--- src/rtl/clk_div_sw.sv ---
// Glitch-free divided-clock generator with runtime channel selection.
// clk_out is derived from clk using one of NUM_CH divide ratios taken from div_cfg.
// Ratio changes, starts and stops take effect only at period boundaries.
// The select update happens in the cycle after the old period ends, so the low time
// between the old and new clock always exceeds the old channel's low phase.
// Optional feature macro: CLK_SW_PARK_EN adds PARK_CYC extra low cycles before the
// select update (PARK_CYC=0 makes the build behave as if the macro were undefined).
module clk_div_sw #(
    parameter int unsigned NUM_CH   = 4,
    parameter int unsigned SEL_W    = 2,
    parameter int unsigned CNT_W    = 8,
    parameter int unsigned PARK_CYC = 4,
    parameter int unsigned RST_SEL  = 0
) (
    input  logic                    clk,
    input  logic                    rst,
    input  logic                    run_en,
    input  logic                    sw_req,
    input  logic [SEL_W-1:0]        sw_sel,
    input  logic [NUM_CH*CNT_W-1:0] div_cfg,
    output logic                    clk_out,
    output logic [SEL_W-1:0]        cur_sel,
    output logic                    sw_busy,
    output logic                    sw_done,
    output logic                    sw_drop,
    output logic                    period_start
);

    localparam int unsigned PW = (PARK_CYC > 1) ? $clog2(PARK_CYC) : 1;
`ifdef CLK_SW_PARK_EN
    localparam int unsigned PARK_LEN = PARK_CYC;
`else
    localparam int unsigned PARK_LEN = 0;
`endif

    typedef enum logic [1:0] {
        ST_IDLE  = 2'd0,
        ST_RUN   = 2'd1,
        ST_DRAIN = 2'd2,
        ST_PARK  = 2'd3
    } state_t;

    state_t            state;
    logic [CNT_W-1:0]  cnt;
    logic [CNT_W-1:0]  de_q;
    logic [CNT_W-1:0]  h_q;
    logic [SEL_W-1:0]  pend_sel;
    logic              drained;
    logic [PW-1:0]     pcnt;

    logic              req_ok_c;
    logic              req_new_c;
    logic              req_drop_c;
    logic [SEL_W-1:0]  launch_sel_c;
    logic [CNT_W-1:0]  raw_d_c;
    logic [CNT_W-1:0]  de_launch_c;
    logic [CNT_W-1:0]  h_launch_c;
    logic              boundary_c;
    logic [CNT_W-1:0]  cnt_inc_c;
    logic              high_nxt_c;
    logic              park_last_c;

    // Request qualification, ratio of the channel about to start, and counter helpers
    always_comb begin
        req_drop_c  = sw_req && (sw_busy || (32'(sw_sel) >= NUM_CH));
        req_ok_c    = sw_req && !req_drop_c;
        req_new_c   = req_ok_c && (sw_sel != cur_sel);

        launch_sel_c = cur_sel;
        if (state == ST_DRAIN || state == ST_PARK) begin
            launch_sel_c = pend_sel;
        end else if (req_ok_c) begin
            launch_sel_c = sw_sel;
        end

        raw_d_c     = div_cfg[int'(launch_sel_c) * int'(CNT_W) +: CNT_W];
        de_launch_c = (raw_d_c < CNT_W'(2)) ? CNT_W'(2) : raw_d_c;
        h_launch_c  = CNT_W'(({1'b0, de_launch_c} + (CNT_W+1)'(1)) >> 1);

        boundary_c  = (cnt == de_q - CNT_W'(1));
        cnt_inc_c   = cnt + CNT_W'(1);
        high_nxt_c  = (cnt_inc_c < h_q);
        park_last_c = ((32'(pcnt) + 32'd1) >= PARK_LEN);
    end

    // Period counter, switch sequencing and registered outputs
    always_ff @(posedge clk or posedge rst) begin
        if (rst) begin
            state        <= ST_IDLE;
            cnt          <= '0;
            de_q         <= CNT_W'(2);
            h_q          <= CNT_W'(1);
            pend_sel     <= SEL_W'(RST_SEL);
            drained      <= 1'b0;
            pcnt         <= '0;
            clk_out      <= 1'b0;
            cur_sel      <= SEL_W'(RST_SEL);
            sw_busy      <= 1'b0;
            sw_done      <= 1'b0;
            sw_drop      <= 1'b0;
            period_start <= 1'b0;
        end else begin
            sw_done      <= 1'b0;
            sw_drop      <= req_drop_c;
            period_start <= 1'b0;
            case (state)
                ST_IDLE: begin
                    clk_out <= 1'b0;
                    if (req_ok_c) begin
                        cur_sel <= sw_sel;
                        sw_done <= 1'b1;
                    end
                    if (run_en) begin
                        state        <= ST_RUN;
                        cnt          <= '0;
                        de_q         <= de_launch_c;
                        h_q          <= h_launch_c;
                        clk_out      <= 1'b1;
                        period_start <= 1'b1;
                    end
                end
                ST_RUN: begin
                    if (req_new_c) begin
                        state    <= ST_DRAIN;
                        sw_busy  <= 1'b1;
                        pend_sel <= sw_sel;
                    end else if (req_ok_c) begin
                        sw_done <= 1'b1;
                    end
                    if (!boundary_c) begin
                        cnt     <= cnt_inc_c;
                        clk_out <= high_nxt_c;
                    end else if (req_new_c) begin
                        drained <= 1'b1;
                        clk_out <= 1'b0;
                    end else if (run_en) begin
                        cnt          <= '0;
                        de_q         <= de_launch_c;
                        h_q          <= h_launch_c;
                        clk_out      <= 1'b1;
                        period_start <= 1'b1;
                    end else begin
                        state   <= ST_IDLE;
                        clk_out <= 1'b0;
                    end
                end
                ST_DRAIN: begin
                    if (drained) begin
                        drained <= 1'b0;
                        if (PARK_LEN != 0) begin
                            state <= ST_PARK;
                            pcnt  <= '0;
                        end else begin
                            cur_sel <= pend_sel;
                            sw_done <= 1'b1;
                            sw_busy <= 1'b0;
                            if (run_en) begin
                                state        <= ST_RUN;
                                cnt          <= '0;
                                de_q         <= de_launch_c;
                                h_q          <= h_launch_c;
                                clk_out      <= 1'b1;
                                period_start <= 1'b1;
                            end else begin
                                state <= ST_IDLE;
                            end
                        end
                    end else if (boundary_c) begin
                        drained <= 1'b1;
                        clk_out <= 1'b0;
                    end else begin
                        cnt     <= cnt_inc_c;
                        clk_out <= high_nxt_c;
                    end
                end
                ST_PARK: begin
                    clk_out <= 1'b0;
                    if (park_last_c) begin
                        cur_sel <= pend_sel;
                        sw_done <= 1'b1;
                        sw_busy <= 1'b0;
                        if (run_en) begin
                            state        <= ST_RUN;
                            cnt          <= '0;
                            de_q         <= de_launch_c;
                            h_q          <= h_launch_c;
                            clk_out      <= 1'b1;
                            period_start <= 1'b1;
                        end else begin
                            state <= ST_IDLE;
                        end
                    end else begin
                        pcnt <= pcnt + PW'(1);
                    end
                end
                default: begin
                    state   <= ST_IDLE;
                    clk_out <= 1'b0;
                end
            endcase
        end
    end

endmodule

--- config.mk ---
export PLATFORM = sky130hd
export DESIGN_NAME = clk_div_sw
export DESIGN_NICKNAME = d
export VERILOG_FILES = /design/src/rtl/clk_div_sw.sv
export SDC_FILE = /design/constraint.sdc
export NUM_CORES = 1
export LEC_CHECK = 0
export ABC_CLOCK_PERIOD_IN_PS = 2900
export CORE_MARGIN = 2
export CORE_UTILIZATION = 49
export DETAILED_ROUTE_END_ITERATION = 8
export PLACE_DENSITY_LB_ADDON = 0.08
export SLEW_MARGIN = 0
export SYNTH_ARGS = -nofsm -noshare
export SYNTH_HDL_FRONTEND = slang
export SYNTH_SLANG_ARGS = --single-unit
export TNS_END_PERCENT = 30
--- constraint.sdc ---
create_clock -name clk -period 2.9 [get_ports clk]
set_input_delay 0.435 -clock clk [delete_from_list [all_inputs] [get_ports clk]]
set_output_delay 0.435 -clock clk [all_outputs]
set_load 0.005 [all_outputs]
# Yosys cells after proc, flatten, opt, wreduce, memory -nomap -nowiden
# Index checks and enable logic that the tools add are counted.
# totals
wordCells	112
register_bits	38
inputBits	38
# classes
n_reduce_logical	17
magnitude_cmp	3
shift	1
n_mux	58
add_sub_neg	5
bitwise_logic	1
n_eq_ne	14
# op_table
op	n
8-bit 2-to-1 mux	17
8-bit one-hot mux with 4 select lines	3
32-bit by 6-bit variable part select with 8-bit output	1
2-bit 2-to-1 mux	11
1-bit 2-to-1 mux	20
2-bit != test, second input constant	6
1-bit one-hot mux with 4 select lines	3
3-bit AND reduction	4
8-bit by 1-bit adder with 9-bit output, second input constant	1
3-bit != test, second input constant	3
8-bit by 1-bit adder with 8-bit output, second input constant	1
8-bit equality test	1
8-bit by 2-bit < comparator with 1-bit output, second input constant	1
8-bit < comparator	1
2-bit one-hot mux with 4 select lines	1
4-bit AND reduction	2
8-bit by 1-bit subtractor with 8-bit output, second input constant	1
2-bit one-hot mux with 3 select lines	1
3-bit nonzero test	2
2-bit equality test, second input constant	2
2-bit AND reduction	2
2-bit by 1-bit adder with 3-bit output, second input constant	1
3-bit by 1-bit greater-or-equal comparator with 1-bit output, second input constant	1
1-bit logical AND	3
other kinds (10)	10

# Longest topological paths before layout
# logic_depth
word_depth	13
depth_mapped	14

# Worst setup path after synthesis
# Ideal clock, no wire load.
# synth_timing
kind	reg-to-reg
startpoint	reg state[0]
endpoint	reg h_q[5]
path_buffers	2
synth_period_minus_slack_ns	3.239
setup_time_ns	0.082
path_stages_with_launch	15
arrival_time_ns	3.157
slack_ns	-0.339
required_time_ns	2.818
cell_sequence	dfrtp_1 > inv_1 > ha_1 > clkbuf_1 > or2_2 > nand2_1 > clkbuf_1 > a32oi_1 > mux2i_1 > nor4_1 > a31oi_1 > ha_1 > nand3_1 > or3_1 > a31oi_1
# synth_between
elab_chain_len	11
elab_cells_between_ends	21
# synth_rtl
element	line_no	rtl
from (decl)	43	state_t state;
from (signal assigned)	89	state <= ST_IDLE;
from (signal assigned)	114	state <= ST_RUN;
from (signal assigned)	124	state <= ST_DRAIN;
2-bit equality test	70	if (state == ST_DRAIN || state == ST_PARK) begin
1-bit logical OR *	70	
2-bit 2-to-1 mux *	70	
32-bit by 6-bit variable part select with 8-bit output *	76	raw_d_c = div_cfg[int'(launch_sel_c) * int'(CNT_W) +: CNT_W];
8-bit by 2-bit < comparator with 1-bit output	77	de_launch_c = (raw_d_c < CNT_W'(2)) ? CNT_W'(2) : raw_d_c;
8-bit 2-to-1 mux *	77	
named net de_launch_c[0]	56	logic [CNT_W-1:0] de_launch_c;
8-bit by 1-bit adder with 9-bit output *	78	h_launch_c = CNT_W'(({1'b0, de_launch_c} + (CNT_W+1)'(1)) >> 1);
8-bit 2-to-1 mux *	--	
8-bit 2-to-1 mux	133	end else if (req_new_c) begin
8-bit 2-to-1 mux	130	if (!boundary_c) begin
8-bit one-hot mux with 4 select lines *	106	case (state)
to (signal assigned)	117	h_q <= h_launch_c;
to (signal assigned)	139	h_q <= h_launch_c;
to (signal assigned)	161	h_q <= h_launch_c;
to (decl)	46	logic [CNT_W-1:0] h_q;
# Mark *: on every way through the listed nets, which the timed path passes. The rest lies on a longest branch. The select of a mux whose other input is x is not followed.
# A chain may end at the register's enable or synchronous reset.

# Worst setup path after layout
# Ends and elaborated chain as after synthesis.

==> out/results.ini <==
[run_status]
status = complete, no violations

[timing]
min_period_over_period = 0.990
tightest_slew_ns = 0.470
layout_setup_ws_ns = 0.0298
finalMaxSlewViolations = 0
max_freq_ghz = 0.348
fin_setup_tns_ns = 0
slew_headroom = 0.686
clock_skew_ns = 0.0152
rsz0062_at_grt = yes
hold_viol_final = 0
period_needed_ns = 2.87
finalSetupViolations = 0
fin_hold_ws_ns = 0.477

[finish]
syn2layout_area_growth_pct = 42.2
nNetsFinal = 475
drive_gt1_frac = 0.246
fin_area_um2 = 3970
diodes = 0

[clock_network]
cts_tree = done
htree_levels = 2
cts_sinks = 36
clk_latency_ns = 0.29
root_buffer = clkbuf_8
clk_pin_slew_ns = 0.08
clock_path_buffers = 2
numCtsBuffers = 5

[synth]
syn_inst = 332
yosysSeqAreaShare = 0.324
ys_warn_count = 0
synth_ff_type = dfrtp_1
ys_ff_latch = 36
async_flop_share = 1.00
avgSynthCellArea_um2 = 8.41
synth_area_um2 = 2790
synth_top_area_frac = 0.305
synth_top_area_cell = dfrtp_1
synth.distinct_cells = 56
synth_edf_count = 0
syn_nets = 386
yosys-top-cells-area = dfrtp_1 (30%), ha_1 (7.2%), nand2_1 (4.6%)

[power]
p_leak_nw = 1.75
finalPower_mw = 3.26
power_density_nw_per_um2 = 822
ir_drop_mv = 0.397

[drt]
totalWireLength_um = 7620
via_per_inst = 5.73
antenna_left = 0
dr.pass1.iters = 5
wl_per_cell_um = 15.4
dr_total_vias = 2832
drt_iter0_markers = 164
route.detailed.drc = 0

[die]
dieArea_um2 = 6320
start_util = 0.507
die_w_um = 79.5
ioPinCount = 45
coreArea_um2 = 5510
rows = 27
fp.dieH_um = 79.5

[global_route]
first_global_vias = 2756
antenna_found_initial = 0
track_usage = 0.240
grt_overflow = 0
grt_max_degree = 37
grt_pass1_wl_um = 12300

[critical_path]
critPathMaxStageDelay_ns = 0.46
worstPathCellList = ha_4 > nor2_4 > o211ai_1 > buf_4 > a32oi_2 > mux2i_4 > nor4_4 > a21o_1 > ha_2 > nand3_2 > or3_1 > a31oi_1
slowest_stage = dfrtp_2
cp-start-kind = flip-flop
end_kind = flip-flop
cp_num_buf_inv = 1
required_ns = 3.09
timing_worst_setup_path_type = reg2reg
crit_family = simple AND/OR/NAND/NOR gates
arrival_ns = 3.07
crit_fanout = 4

[flow_run]
maxCapViolCount = 0

[hold_path]
hp-class = reg2reg

[place]
dp_hpwl_um = 5630
gp_congestion = 0.871
pre_cts_slack_ns = -0.418
dpl_cell_area_um2 = 3700
port_buffers = 44

final cells by class:
type | instances | area [um^2]
inverters | 22 | 85.1
fillers | 436 | 1540
clock buffers | 7 | 76.3
repair buffers | 97 | 856
flip-flops and latches | 36 | 905
multi-input cells | 259 | 1950
clock inverters | 1 | 5.00
well taps | 72 | 90.1
cell families (layout without fill, tap and decap cells):
logic type	after synthesis	in the layout	synth area share
AOI/OAI and AO/OA	86	86	0.211
xor gates and xnor gates	19	19	0.0596
adders and majority gates	16	16	0.0717
buffers and inverters	37	127	0.0507
DFF	36	36	0.324
muxes	16	16	0.0605
and+or+nand+nor	122	122	0.223
what timing repair did:
action / CTS / global route
gates resized for setup: 8 / 19
hold buffers: 0 / 0
hold endpoints to repair: 0 / 0
setup buffers: 2 / 5
pin swaps: 3 / 13
cloned: 1 / 0
setup endpoints to repair: 3 / 7
stage by stage:
| step | util | instances |
|---|---|---|
| after floorplan | - | 332 |
| after global placement | 0.672 | 478 |
| after detailed placement | 0.672 | 478 |
| after CTS | 0.697 | 489 |
| after global routing | 0.721 | 494 |
| final | 0.721 | 494 |
cell usage in the layout (no fill, tap or decap), types with 3 or more instances in the layout:
| master | n |
|---|---|
| or2_2 | 3 |
| nand4_1 | 4 |
| clkdlybuf4s50_1 | 42 |
| dfrtp_1 | 33 |
| nor3_1 | 5 |
| nand3_1 | 15 |
| a32oi_2 | 8 |
| or3_1 | 4 |
| a22o_1 | 4 |
| buf_4 | 51 |
| o21ai_0 | 22 |
| mux2_2 | 7 |
| nor2_1 | 19 |
| xnor2_1 | 10 |
| inv_1 | 21 |
| mux2i_4 | 4 |
| ha_1 | 13 |
| and2_1 | 15 |
| o21a_1 | 4 |
| xor2_1 | 9 |
| nor2b_1 | 3 |
| a31oi_1 | 6 |
| o211ai_1 | 5 |
| nand2_1 | 33 |
| a32oi_1 | 4 |
| a21oi_1 | 11 |
| clkbuf_8 | 5 |
| mux2i_1 | 4 |
path summary, 6_finish.rpt:
| check | from | end | slack (ns) | cells past startpoint |
|---|---|---|---|---|
| max | state[0]$_DFFE_PP0P_ | h_q[5]$_DFFE_PP0P_ | 0.03 | 12 |
| min | h_q[0]$_DFFE_PP1P_ | h_q[0]$_DFFE_PP1P_ | 0.48 | 2 |
| max reg2reg | state[0]$_DFFE_PP0P_ | h_q[5]$_DFFE_PP0P_ | 0.03 | 12 |
| min reg2reg | h_q[0]$_DFFE_PP1P_ | h_q[0]$_DFFE_PP1P_ | 0.48 | 2 |
| max in group asynchronous | rst | de_q[1]$_DFFE_PP1P_ | 1.98 | 3 |
| min in group asynchronous | rst | clk_out$_DFFE_PP0P_ | 0.56 | 3 |
cells in the mapped netlist (all sizes together), types with 2 or more instances:
cell and instances:
a21oi 11, a22o 4, a31o 2, a31oi 7, a32oi 12, and2 15
and3 2, buf 2, clkbuf 13, dfrtp 34, dfstp 2, ha 16
inv 22, mux2 7, mux2i 9, nand2 34, nand2b 2, nand3 16
nand3b 2, nand4 4, nor2 21, nor2b 4, nor3 5, nor4 2
o211ai 6, o21a 4, o21ai 24, o31ai 2, or2 4, or3 5
xnor2 10, xor2 9
routing by layer:
layer,GRT usage,part of all wire,vias up
li1,-,-,1378
met1,0.309,0.45,1349
met2,0.411,0.49,93
met3,0.0396,0.050,12
met4,0.0741,0.011,0
met5,0,0,-
state kept, by name (all words and copies together), names as in the netlist, 2 cells and up:
signal    flops
cur_sel       2
de_q          8
state         2
pend_sel      2
h_q           8
cnt           8
power breakdown:
group          internal, mW  switching [mW]  total [mW]
logic                  1.06            1.03        2.09
clock network         0.169           0.174       0.343
registers             0.681           0.153       0.834
worst min-delay path, delay by kind of cell (launching register included):
family / cells / cell delay [ns]
simple gates: 2 / 0.11
flops: 1 / 0.37
Note: power is estimated with default switching activity, not from simulation.
